<file path="src/rtl/elevator_call_scheduler.sv">
// Collective (SCAN) elevator call scheduler: latches floor calls,
// picks the next stop and times the door-open phase.
module elevator_call_scheduler #(
  parameter int NUM_FLOORS  = 10,
  parameter int FLOOR_W     = 4,
  parameter int DOOR_CYCLES = 16
) (
  input  logic                  clk,
  input  logic                  reset,
  input  logic [NUM_FLOORS-1:0] call_req,
  input  logic [FLOOR_W-1:0]    current_floor,
  input  logic                  car_idle,
  output logic [FLOOR_W-1:0]    target_floor,
  output logic                  target_valid,
  output logic                  door_open,
  output logic                  dir_up,
  output logic [NUM_FLOORS-1:0] pending
);

  localparam int CNT_W =
    (DOOR_CYCLES > 2) ? $clog2(DOOR_CYCLES) : 1;
  localparam logic [CNT_W-1:0] CNT_LAST =
    CNT_W'(DOOR_CYCLES - 1);

  typedef enum logic [1:0] {
    IDLE,
    SERVE_UP,
    SERVE_DOWN,
    DOOR
  } state_t;

  state_t state, state_n;
  logic [CNT_W-1:0] cnt, cnt_n;

  logic                  in_range;
  int                    cur;
  logic [NUM_FLOORS-1:0] cur_hot;
  logic [NUM_FLOORS-1:0] tgt_hot;
  logic                  here;
  logic                  call_here;
  logic                  arrive;

  logic               up_found, dn_found;
  logic [FLOOR_W-1:0] up_floor, dn_floor;
  logic               above, below;
  logic [FLOOR_W-1:0] ab_floor, bl_floor;
  logic [FLOOR_W-1:0] dist_up, dist_dn;
  logic               go_up;

  logic                  entry;
  logic [NUM_FLOORS-1:0] absorb;
  logic [NUM_FLOORS-1:0] clr;
  logic [NUM_FLOORS-1:0] pending_n;
  logic [FLOOR_W-1:0]    tf_n;
  logic                  tv_n;
  logic                  dir_n;

  assign in_range = 32'(current_floor) < NUM_FLOORS;
  assign cur      = 32'(current_floor);
  assign cur_hot  = in_range ?
    (NUM_FLOORS'(1) << current_floor) : '0;
  assign tgt_hot  = NUM_FLOORS'(1) << target_floor;

  assign here      = |(pending & cur_hot);
  assign call_here = |(call_req & cur_hot);
  assign arrive    = car_idle
                  && (current_floor == target_floor)
                  && |(pending & tgt_hot);

  // Nearest pending floor on each side of the car.
  always_comb begin
    up_found = 1'b0;
    up_floor = '0;
    above    = 1'b0;
    ab_floor = '0;
    for (int j = NUM_FLOORS - 1; j >= 0; j--) begin
      if (pending[j] && j >= cur) begin
        up_found = 1'b1;
        up_floor = FLOOR_W'(j);
      end
      if (pending[j] && j > cur) begin
        above    = 1'b1;
        ab_floor = FLOOR_W'(j);
      end
    end
    dn_found = 1'b0;
    dn_floor = '0;
    below    = 1'b0;
    bl_floor = '0;
    for (int j = 0; j < NUM_FLOORS; j++) begin
      if (pending[j] && j <= cur) begin
        dn_found = 1'b1;
        dn_floor = FLOOR_W'(j);
      end
      if (pending[j] && j < cur) begin
        below    = 1'b1;
        bl_floor = FLOOR_W'(j);
      end
    end
  end

  assign dist_up = ab_floor - current_floor;
  assign dist_dn = current_floor - bl_floor;
  assign go_up   = above && (!below || dist_up <= dist_dn);

  always_comb begin
    state_n = state;
    cnt_n   = cnt;
    if (!in_range) begin
      state_n = IDLE;
      cnt_n   = '0;
    end else begin
      unique case (state)
        IDLE: begin
          if (here && car_idle)
            state_n = DOOR;
          else if (above || below)
            state_n = go_up ? SERVE_UP : SERVE_DOWN;
        end
        SERVE_UP: begin
          if (arrive)
            state_n = DOOR;
          else if (!up_found)
            state_n = below ? SERVE_DOWN : IDLE;
        end
        SERVE_DOWN: begin
          if (arrive)
            state_n = DOOR;
          else if (!dn_found)
            state_n = above ? SERVE_UP : IDLE;
        end
        DOOR: begin
          // A fresh press at this floor keeps the door open.
          if (call_here) begin
            cnt_n = '0;
          end else if (cnt == CNT_LAST) begin
            cnt_n = '0;
            if (dir_up)
              state_n = above ? SERVE_UP :
                        below ? SERVE_DOWN : IDLE;
            else
              state_n = below ? SERVE_DOWN :
                        above ? SERVE_UP : IDLE;
          end else begin
            cnt_n = cnt + 1'b1;
          end
        end
        default: state_n = IDLE;
      endcase
    end
    entry = (state_n == DOOR) && (state != DOOR);
    if (entry)
      cnt_n = '0;
  end

  assign absorb    = (state == DOOR) ? cur_hot : '0;
  assign clr       = entry ? cur_hot : '0;
  assign pending_n = (pending | (call_req & ~absorb)) & ~clr;

  always_comb begin
    tf_n  = target_floor;
    tv_n  = 1'b0;
    dir_n = dir_up;
    unique case (1'b1)
      (state_n == SERVE_UP): begin
        tf_n  = up_floor;
        tv_n  = 1'b1;
        dir_n = 1'b1;
      end
      (state_n == SERVE_DOWN): begin
        tf_n  = dn_floor;
        tv_n  = 1'b1;
        dir_n = 1'b0;
      end
      default: ;
    endcase
  end

  always_ff @(posedge clk or posedge reset) begin
    if (reset) begin
      state        <= IDLE;
      cnt          <= '0;
      pending      <= '0;
      target_floor <= '0;
      target_valid <= 1'b0;
      door_open    <= 1'b0;
      dir_up       <= 1'b1;
    end else begin
      state        <= state_n;
      cnt          <= cnt_n;
      pending      <= pending_n;
      target_floor <= tf_n;
      target_valid <= tv_n;
      door_open    <= (state_n == DOOR);
      dir_up       <= dir_n;
    end
  end

endmodule

</file>
<file path="config.mk">
export PLATFORM = sky130hd
export DESIGN_NAME = elevator_call_scheduler
export DESIGN_NICKNAME = d
export VERILOG_FILES = /design/src/rtl/elevator_call_scheduler.sv
export SDC_FILE = /design/constraint.sdc
export NUM_CORES = 1
export LEC_CHECK = 0
export CAP_MARGIN = 30
export CORE_UTILIZATION = 50
export DETAILED_ROUTE_END_ITERATION = 8
export GPL_ROUTABILITY_DRIVEN = 0
export GPL_TIMING_DRIVEN = 0
export PLACE_DENSITY = 0.8
export SYNTH_ARGS = -nofsm -noshare
export SYNTH_HDL_FRONTEND = slang
export SYNTH_SLANG_ARGS = --single-unit
</file>
<file path="constraint.sdc">
create_clock -name clk -period 5.2 [get_ports clk]
set_input_delay 0.52 -clock clk [delete_from_list [all_inputs] [get_ports clk]]
set_output_delay 0.52 -clock clk [all_outputs]
set_load 0.05 [all_outputs]
</file>
==> results.md <==
- Root buffer cell: clkbuf_8
- Final Routed Wirelength: 8.62 mm
- Global-route wire length before repair: around 13 mm
- Antenna Nets Post-Route: 0
- Critical R2R Launch: pending[8]
- Worst-case reg-to-reg path depth: 23
- Class of the tightest hold or removal check: flop to flop
- Largest cells by area after synthesis: dfrtp_1 (20%), a21oi_1 (7.2%), ha_1 (6.0%)
- Cell variety after synth: between 70 and 80
- Worst Skew: 0.00259 ns
- DRT iter0 DRCs: 281
- # port buffers: 33
- Die height: 75.7 um
- Final Hold Viols: 0
- Total CTS buffers: 3
- Cells after Synth: 356
- First-pass DRT Iterations: 5
- Peak Freq: ~200 MHz
- Crit Path Class: input port to flop
- Syn Area/Cell: 7.62 um^2
- Synth area leader: dfrtp_1
- Critical path endpoint: target_floor[2]
- Syn nets: 388
- Final setup fails: 0
- Starting Density: 0.525
- Layout cells sized above 1: 0.108
- Routed vias/inst: 6.57
- CTS tree: built
- Slew HR: 0.294
- Vias: 3016
- Die Area: 5730 um^2
- Design Area, Final: around 3200 um^2
- Max Cap Viol: 0
- Post-CTS Hold Buffers: 0
- Final net count: 422
- # fillers: 447
- Clock sinks: 23
- I/O pin total: 34
- Netlist Area Pre-Place: 2710 um^2
- Crit end category: flop
- Total power: around 1100 uW
- CTS clk-pin slew, worst paths: 0.08 ns
- Total gr overflow: 0
- Die span in x: 75.7 um
- Outcome: finished, final reports clean
- Max Buffers Root-to-Sink: 2
- Pin count of the biggest net entering global routing: 24
- Vias in the first global route: 2786
- Commonest cells in the netlist: a21oi_1 (39), nand2_1 (29), nor2_1 (27)
- Clk Latency, worst-skew pair: 0.27 ns
- Antenna violations before repair: 0
- Residual DRC count: 0
- R2r endpoint: target_floor[2]
- Gr usage total: 0.313
- CP arrival: 5.13 ns
- CP Launch Type: input port
- Row count: 26
- Leakage power: around 0.0013 uW
- Area Growth Syn to Fin: 18.2%
- Number of synthesized flops with an enable pin: 0
- Ant diodes: 0
- Most common cell in the netlist: a21oi_1
- Slew Limit Fails: 0
- Warnings, synthesis: 0
- Pwr/cell area: between 300 and 400 nW/um^2
- Non-filler cells, final: ~460
- FFs w/ async S/R, synth: 1.00
- Placed insts: 459
- WL per Instance: 18.8 um
- Crit-path max FO: 10
- #FFs+latches synth: 23
- CP startpoint: current_floor[0]
- CORE AREA: 5170 um^2
- Sequential share of the synthesized area: 0.213
- Post-layout min period: roughly 5.0 ns
- CP required: 5.34 ns
- CTS HTree Levels: 1
- Fin crit share: 0.960
- Max VDD drop: slightly below 0.3 mV
- Share of the synthesized area in the top cell type: 0.203
- Worst reg2reg setup slack: a little under 0.6 ns
- Placed Area: approximately 3100 um^2
- Dominant synthesized flop cell: dfrtp_1
- Slew @ Worst Pin: between 1 and 1.5 ns
- Post-DP HPWL: 6.49 mm
## per-layer routing
metal,up-vias,wire length [um],track usage
li1,1372,-,-
met5,-,0,0
met4,0,293,0.126
met2,217,3970,0.504
met1,1387,3530,0.404
met3,40,837,0.0728
## logic make-up after synthesis
| family | after synthesis | share of synthesized area |
|---|---|---|
| DFF | 23 | 0.213 |
| adders and majority gates | 15 | 0.0747 |
| muxes | 10 | 0.0466 |
| xor gates and xnor gates | 8 | 0.0258 |
| AOI/OAI and AO/OA | 122 | 0.294 |
| buffers and inverters | 48 | 0.0867 |
| and+or+nand+nor | 130 | 0.260 |
## layout make-up
type	count	area [um^2]	share of cell area
multi-input combinational	285	1930	0.601
buffer	24	161	0.0503
sequential	23	577	0.180
inverter	20	75.1	0.0234
tap	70	87.6	0.0273
clock inverter	1	5.00	0.00156
timing repair buffer	33	333	0.104
clock buffer	3	41.3	0.0129
## cell usage in the layout (no fill, tap or decap), drive strengths merged, types with 7 or more instances in the layout
master and n:
nand2b 7, buf 11, clkbuf 16, o21ai 25, ha 13, nor2 28, nand2 30, a21oi 39
nand3 9, and2 9, inv 20, dfrtp 22, nor3 9, clkdlybuf4s50 31, mux2i 7
## flip-flops by register name (all words and copies together), names as in the netlist
signal and cells:
target_floor 4, target_valid 1, cnt 4, state 2, door_open 1, pending 10
dir_up 1
## per-stage QoR
stage | setup slack (ns) | setup TNS (ns) | hold slack, ns | utilization
2_1_floorplan | 0.739 | 0 | 0.472 | -
3_3_place_gp | -0.426 | -3.81 | 0.477 | 0.605
5_1_grt | -0.0222 | -0.0418 | 0.538 | 0.620
6_report | 0.207 | 0 | 0.493 | 0.620
3_5_place_dp | -0.580 | -5.72 | 0.482 | 0.605
4_1_cts | 0.100 | 0 | 0.495 | 0.616
## repair_timing
item,in CTS,in global routing
resized for setup,6,9
endpoints found under the hold margin,0,0
pin swaps,1,1
setup endpoints to repair,11,19
buffers inserted,0,0
cloned,0,0
## critical path: stages
cell and delay [ns]:
clkdlybuf4s50_1 0.48, clkbuf_4 0.20, buf_4 0.19, o21ai_0 0.12
and2_1 0.24, a22oi_1 0.21, a21oi_1 0.11, nor2_1 0.22
ha_1 0.28, a21o_1 0.16, a21oi_1 0.19, xnor2_1 0.18
xnor2_1 0.12, ha_1 0.33, a21oi_1 0.19, a21oi_2 0.09
o21a_1 0.17, o211a_1 0.24, ha_1 0.23, inv_1 0.14
nor2_1 0.08, a221oi_1 0.37, a21oi_1 0.07
## where the power goes
group	internal (uW)	switching, uW
Sequential	227	49.5
Clock	53.5	57.8
Combinational	261	426
## worst min-delay path by stage
stage | start | end | slack, ns | cells past startpoint
after detailed placement | dir_up | dir_up | 0.48 | 2
after CTS | dir_up | dir_up | 0.49 | 2
final | dir_up | dir_up | 0.49 | 2
after global placement | dir_up | dir_up | 0.48 | 2
after global routing | dir_up | dir_up | 0.54 | 2
after floorplan | cnt[2] | cnt[2] | 0.47 | 1
Power figures use the tool's default switching activity.
